===== src/rtl/latency_mem_arbiter_pkg.sv =====
// Shared definitions for the latency memory arbiter: FSM state encoding and
// statistics counter width.
package latency_mem_arbiter_pkg;

    typedef enum logic [1:0] {
        IDLE   = 2'd0,
        WAIT   = 2'd1,
        ACCESS = 2'd2,
        RESP   = 2'd3
    } state_e;

    localparam int unsigned STAT_W = 16;

endpackage


===== src/rtl/latency_mem_arbiter_rr_arbiter.sv =====
// Combinational round-robin picker: first set request at or above ptr_i,
// wrapping to the lowest set request below it.
module rr_arbiter #(
    parameter int unsigned NUM_CH = 2,
    parameter int unsigned CH_W   = $clog2(NUM_CH)
) (
    input  logic [NUM_CH-1:0] req_i,
    input  logic [CH_W-1:0]   ptr_i,
    output logic [CH_W-1:0]   grant_o,
    output logic              any_req_o
);

    always_comb begin
        grant_o   = '0;
        any_req_o = 1'b0;
        // Upper pass covers ptr..NUM_CH-1; lower pass supplies the wrap.
        for (int unsigned c = 0; c < NUM_CH; c++) begin
            if (!any_req_o && req_i[c] && (CH_W'(c) >= ptr_i)) begin
                any_req_o = 1'b1;
                grant_o   = CH_W'(c);
            end
        end
        for (int unsigned c = 0; c < NUM_CH; c++) begin
            if (!any_req_o && req_i[c]) begin
                any_req_o = 1'b1;
                grant_o   = CH_W'(c);
            end
        end
    end

endmodule


===== src/rtl/latency_mem_arbiter.sv =====
// Round-robin arbiter of NUM_CH cache channels onto one single-port RAM with a
// fixed LATENCY wait before each access. Optional LATENCY_MEM_ARBITER_STATS_EN.
module latency_mem_arbiter
    import latency_mem_arbiter_pkg::*;
#(
    parameter int unsigned NUM_CH  = 2,
    parameter int unsigned ADDR_W  = 32,
    parameter int unsigned DATA_W  = 32,
    parameter int unsigned LATENCY = 4
) (
    input  logic                     clk,
    input  logic                     rst,
    input  logic [NUM_CH-1:0]        ch_req_valid,
    input  logic [NUM_CH-1:0]        ch_req_wen,
    input  logic [NUM_CH*ADDR_W-1:0] ch_req_addr,
    input  logic [NUM_CH*DATA_W-1:0] ch_req_data,
    output logic [NUM_CH-1:0]        ch_res_valid,
    output logic [DATA_W-1:0]        ch_res_data,
    output logic                     mem_en,
    output logic                     mem_we,
    output logic [ADDR_W-1:0]        mem_addr,
    output logic [DATA_W-1:0]        mem_wdata,
    input  logic [DATA_W-1:0]        mem_rdata,
    output logic                     busy
`ifdef LATENCY_MEM_ARBITER_STATS_EN
    ,
    output logic [NUM_CH*STAT_W-1:0] stat_done_cnt
`endif
);

    localparam int unsigned CH_W  = $clog2(NUM_CH);
    localparam int unsigned CNT_W = (LATENCY > 1) ? $clog2(LATENCY) : 1;

    state_e             state_q, state_d;
    logic [CNT_W-1:0]   cnt_q,   cnt_d;
    logic [CH_W-1:0]    grant_q, grant_d;
    logic [CH_W-1:0]    rr_q,    rr_d;
    logic [ADDR_W-1:0]  addr_q,  addr_d;
    logic [DATA_W-1:0]  wdata_q, wdata_d;
    logic               wen_q,   wen_d;

    logic [CH_W-1:0]    arb_grant;
    logic               arb_any;

    rr_arbiter #(
        .NUM_CH (NUM_CH),
        .CH_W   (CH_W)
    ) u_rr_arbiter (
        .req_i     (ch_req_valid),
        .ptr_i     (rr_q),
        .grant_o   (arb_grant),
        .any_req_o (arb_any)
    );

    always_comb begin
        state_d = state_q;
        cnt_d   = cnt_q;
        grant_d = grant_q;
        rr_d    = rr_q;
        addr_d  = addr_q;
        wdata_d = wdata_q;
        wen_d   = wen_q;
        unique case (state_q)
            IDLE: begin
                if (arb_any) begin
                    grant_d = arb_grant;
                    for (int unsigned i = 0; i < NUM_CH; i++) begin
                        if (arb_grant == CH_W'(i)) begin
                            addr_d  = ch_req_addr[i*ADDR_W +: ADDR_W];
                            wdata_d = ch_req_data[i*DATA_W +: DATA_W];
                            wen_d   = ch_req_wen[i];
                        end
                    end
                    cnt_d   = CNT_W'(LATENCY - 1);
                    state_d = WAIT;
                end
            end
            WAIT: begin
                if (cnt_q == '0) begin
                    state_d = ACCESS;
                end else begin
                    cnt_d = cnt_q - CNT_W'(1);
                end
            end
            ACCESS: state_d = RESP;
            RESP: begin
                rr_d    = (grant_q == CH_W'(NUM_CH - 1)) ? '0 : grant_q + CH_W'(1);
                state_d = IDLE;
            end
            default: state_d = IDLE;
        endcase
    end

    always_ff @(posedge clk or negedge rst) begin
        if (!rst) begin
            state_q <= IDLE;
            cnt_q   <= '0;
            grant_q <= '0;
            rr_q    <= '0;
            addr_q  <= '0;
            wdata_q <= '0;
            wen_q   <= 1'b0;
        end else begin
            state_q <= state_d;
            cnt_q   <= cnt_d;
            grant_q <= grant_d;
            rr_q    <= rr_d;
            addr_q  <= addr_d;
            wdata_q <= wdata_d;
            wen_q   <= wen_d;
        end
    end

    // Outputs decode registered state only; mem_rdata is the sole input path.
    assign busy         = (state_q != IDLE);
    assign mem_en       = (state_q == ACCESS);
    assign mem_we       = mem_en && wen_q;
    assign mem_addr     = mem_en ? addr_q  : '0;
    assign mem_wdata    = mem_en ? wdata_q : '0;
    assign ch_res_valid = (state_q == RESP) ? (NUM_CH'(1) << grant_q) : '0;
    assign ch_res_data  = ((state_q == RESP) && !wen_q) ? mem_rdata : '0;

`ifdef LATENCY_MEM_ARBITER_STATS_EN
    logic [STAT_W-1:0] stat_q [NUM_CH];

    always_ff @(posedge clk or negedge rst) begin
        if (!rst) begin
            for (int unsigned i = 0; i < NUM_CH; i++) begin
                stat_q[i] <= '0;
            end
        end else begin
            for (int unsigned i = 0; i < NUM_CH; i++) begin
                if ((state_q == RESP) && (grant_q == CH_W'(i)) && (stat_q[i] != '1)) begin
                    stat_q[i] <= stat_q[i] + STAT_W'(1);
                end
            end
        end
    end

    for (genvar g = 0; g < NUM_CH; g++) begin : g_stat
        assign stat_done_cnt[g*STAT_W +: STAT_W] = stat_q[g];
    end
`endif

endmodule


===== config.mk =====
export PLATFORM = sky130hd
export DESIGN_NAME = latency_mem_arbiter
export DESIGN_NICKNAME = d
export VERILOG_FILES = /design/src/rtl/latency_mem_arbiter_pkg.sv /design/src/rtl/latency_mem_arbiter_rr_arbiter.sv /design/src/rtl/latency_mem_arbiter.sv
export SDC_FILE = /design/constraint.sdc
export NUM_CORES = 1
export LEC_CHECK = 0
export BUFFER_PORTS_ARGS = -buffer_cell sky130_fd_sc_hd__buf_4
export CORE_MARGIN = 8
export CORE_UTILIZATION = 47
export CTS_CLUSTER_SIZE = 8
export DETAILED_ROUTE_END_ITERATION = 8
export HOLD_SLACK_MARGIN = 0.02
export PLACE_DENSITY = 0.9
export SETUP_SLACK_MARGIN = 0.15
export SYNTH_ARGS = -nofsm -noshare
export SYNTH_HDL_FRONTEND = slang
export SYNTH_SLANG_ARGS = --single-unit

===== constraint.sdc =====
create_clock -name clk -period 5.59 [get_ports clk]
set_clock_uncertainty 0.05 [all_clocks]
set_input_delay 1.677 -clock clk [delete_from_list [all_inputs] [get_ports clk]]
set_output_delay 1.677 -clock clk [all_outputs]
set_load 0.1 [all_outputs]

; ---- Word level (Yosys, flattened, before mapping)
; Index checks and enable logic that the tools add are counted.
[classes]
shifts = 1
magnitude_cmp = 2
add_sub_neg = 2
reduce_logical = 18
mux = 21
n_eq_ne = 6
[ops]
columns = cell, n
row1 = two-way mux 32 bit, 5
row2 = two-way mux 2 bit, 5
row3 = two-way mux 1 bit, 9
row4 = one-hot mux 2 bit (4 select lines), 1
row5 = logical AND 1 bit, 7
row6 = "inequality test 2 bit, second input constant", 3
row7 = "== test 2 bit, second input constant", 2
row8 = zero test 1 bit, 4
row9 = zero test 2 bit, 2
row10 = one-hot mux 2 bit (2 select lines), 1
row11 = AND reduction 2 bit, 2
row12 = nonzero test 2 bit, 2
row13 = AND reduction 3 bit, 1
row14 = "== test 2 x 1 -> 1 bit, second input constant", 1
row15 = "greater-or-equal comparator 1 bit, first input constant", 2
row16 = "<< shifter 1 x 1 -> 2 bit, first input constant", 1
row17 = "subtractor 2 x 1 -> 2 bit, second input constant", 1
row18 = "adder 1 bit, second input constant", 1
[totals]
in_bits = 166
register_bits = 71
output_inout_bits = 101
elab_cells = 57

; ---- Longest topological paths before layout
[logic_depth]
depth_word = 15
mapped_depth = 8
ltp_nobuf = 5

; ---- Modules after synthesis
; Synthesis repeated with hierarchy kept, for this count alone.
[hier_totals]
hier_cells = 434
hier_area_um2 = 4222.8
[modules_own_cells]
columns = mod, cells_per_inst, n_inst, seq_area_each_um2, area_each_um2
row1 = latency_mem_arbiter, 431, 1, 1776.7, 4205.3
row2 = rr_arbiter, 3, 1, 0.0, 17.5

; ---- Worst setup path after synthesis
; No wires, ideal clock.
[synth_timing]
path_kind = register -> output
start = reg state_q[0]
end = out mem_addr[22]
n_path_buf = 2
path_stages_with_launch = 6
required_ns = 3.863
t_arrival_ns = 2.609
path_slack_ns = 1.254
path_cell_list = dfrtp_1 -> inv_1 -> ha_1 -> clkbuf_1 -> clkbuf_1 -> and2_1
[synth_between]
elab_chain_cells = 2
[synth_rtl]
columns = element, line
row1 = start: declaration, latency_mem_arbiter.sv:34  ; state_e state_q, state_d;
row2 = start signal: assignment, latency_mem_arbiter.sv:104  ; state_q <= state_d;
row3 = == test 2 bit, latency_mem_arbiter.sv:116  ; assign mem_en = (state_q == ACCESS);
row4 = named net mem_en, latency_mem_arbiter.sv:19  ; output logic mem_en,
row5 = two-way mux 32 bit, latency_mem_arbiter.sv:118  ; assign mem_addr = mem_en ? addr_q : '0;
row6 = end: declaration, latency_mem_arbiter.sv:21  ; output logic [ADDR_W-1:0] mem_addr,
; The timed path passes the listed nets, and every way through them passes these cells.

; ---- Final worst setup path
[layout_timing]
start = reg state_q[0]
end = out mem_wdata[2]
[layout_between]
elab_chain_cells = 2
[layout_rtl]
columns = element, line
row1 = == test 2 bit, latency_mem_arbiter.sv:116
row2 = two-way mux 32 bit, latency_mem_arbiter.sv:119  ; assign mem_wdata = mem_en ? wdata_q : '0;
row3 = end: declaration, latency_mem_arbiter.sv:22  ; output logic [DATA_W-1:0] mem_wdata,
; No other way between the ends.

==> impl_metrics.ini <==
[run_status]
outcome = finished, final reports clean

[cells_and_area]
final_common_cell = buf_4
fin_cells = 856
area_growth_pct = 50.9
n_antenna_cell = 0
nets = 915
fill_cells = 633
final_util = 0.729
drive_gt1_frac = 0.389
multi_input_area_mm2 = 0.00214
seq_area_mm2 = 0.00178
layout_common_cells = buf_4 (268), and2_1 (97), dfrtp_1 (71)

[synthesis]
synth.distinct_cells = 26
avgSynthCellArea_um2 = 8.11
synth_edf_count = 0
synth_cells = 517
synth_warnings = 0
syn-num-nets = 689
synth-simple-area-share = 0.294
ys_top_cells_by_area = dfrtp_1 (42%), and2_1 (14%), a31oi_1 (9.7%)
ys.flop_type = dfrtp_1
synth_top_family_by_area = simple AND/OR/NAND/NOR gates
yosysSeqAreaShare = 0.424
muxShareOfSynthArea = 0.00507
yosys.area.top_type = dfrtp_1
netlist.area_leader.share = 0.424
async_flop_share = 1.00
ys_ff_latch = 71
netlist_area_mm2 = 0.00419
synthAdderAreaFrac = 0.0179
synth_compound_area_frac = 0.190
synth-xor-area-share = 0

[sta]
finalCriticalPeriod_ps = 4140
finalCritPeriodShare = 0.741
rsz0062_at_grt = no
maxSlewHeadroom = 0.132
worstMarginPinSlew_ps = 1300
worst_slack_ps = 1450
finalSetupTns_ps = 0
slew_violations = 0
hold_viol_final = 0
timing.fmax_ghz = 0.241
setup_viol = 0

[routing]
drt_wl_total_mm = 16.2
ant_nets = 0
drt_iter0_drc = 347
route.detailed.drc = 0
routedWlPerCell_um = 19.0
vias = 4733
routed_via_density = 5.53
drtPass1Iterations = 5

[worst_setup_path]
crit_family = adder cells
cp-start-kind = register
cp_data_arrival_time_ps = 2420
crit_fanout = 67
cp_slowest_cell = ha_2
cp_slowest_stage_delay_ps = 860
rrSetupSlack_ps = 3150
cp.required_ps = 3860
crit_chain = inv_1 > ha_2 > and2_1 > buf_4
crit_buf_inv = 2
end_kind = output pin
worstSetupPathType = reg -> out

[grt]
grt_overflow_total = 0
grt_first_pass_wirelength_mm = 25.9
grt_pass1_vias = 4763
antenna_found_initial = 0
grt_max_degree = 113
track_usage = 0.256

[place]
placed_cells = 840
routabilityCongestion = 0.808
numPortBuffers = 266
dpl.hpwl_mm = 11.7
pre_cts_slack_ps = 1510

[floorplan]
die_area_mm2 = 0.0122
io_pins = 267
core-area_mm2 = 0.00868
initial_core_util = 0.483
die_h_um = 110
die_width_um = 110
rows = 34

[cts]
ctsHoldBuffers = 0
root_buffer = clkbuf_8
cts-resized-gates = 0
clk_latency_ps = 330
clkTransAtPathRegs_ps = 80
cts_tree = yes
cts-buffers-inserted = 9
clkSinkCount = 71
post_cts_buffers = 0
htree_levels = 3
clockBufferDepth = 2

[run]
maxCapViolations = 0

[hold_path]
hp-class = reg -> reg
synth_stat cells (5+ instances only):
cell      instances
a31oi_1          65
and2_1           97
buf_2            25
buf_4             5
clkbuf_1         21
dfrtp_1          71
ha_1              6
inv_1             8
nand3_1          65
nor2_1           69
o21ai_0          58
o21ai_1           7
flip-flops by register name, summed over array words and instances (netlist names):
signal   cells
addr_q      32
cnt_q        2
state_q      2
wdata_q     32
rr_q         1
grant_q      1
wen_q        1
cell families after synthesis:
logic type | after synthesis
mux | 2
flops | 71
compound gates | 139
simple gates | 237
buf+inv | 62
fa+ha+maj | 6
worst register-to-register path, stage by stage, from the launching register on:
cell and delay (ps):
dfrtp_1 410, inv_1 140, ha_1 250, o21a_4 910, buf_4 380, nor2_1 60
a31oi_1 150
cell type report:
class	count	share of cell area
clock buffer	11	0.0239
clock inverter	5	0.0127
inverter	9	0.00534
multi-input combinational	384	0.338
sequential	71	0.281
tap	108	0.0214
timing repair buffer	268	0.318
path summary, 6_finish.rpt:
kind                       cells after the start      endpoint  startpoint
min in group asynchronous                      1   wdata_q[17]         rst
max in group asynchronous                      1      cnt_q[0]         rst
hold reg to reg                                2    addr_q[15]  addr_q[15]
hold / removal                                 2    addr_q[15]  addr_q[15]
setup / recovery                               4  mem_wdata[2]  state_q[0]
setup reg to reg                               6     addr_q[4]  state_q[0]
routing by layer:
metal  up-vias  routed length (µm)  GRT usage
met5         -                   0          0
met4         0                 380     0.0874
met3        27                1520     0.0795
met2       245                7880      0.421
met1      2233                6440      0.310
li1       2228                   -          -
stage by stage:
step	instance area (µm²)	hold slack [ps]
3_3_place_gp	6090	464
5_1_grt	6330	514
3_5_place_dp	6090	481
2_1_floorplan	4190	448
4_1_cts	6320	499
6_report	6330	499
Power is left out: the tool's default activity adds up to more than one toggle a clock period on the data nets, which glitch-free logic cannot reach.
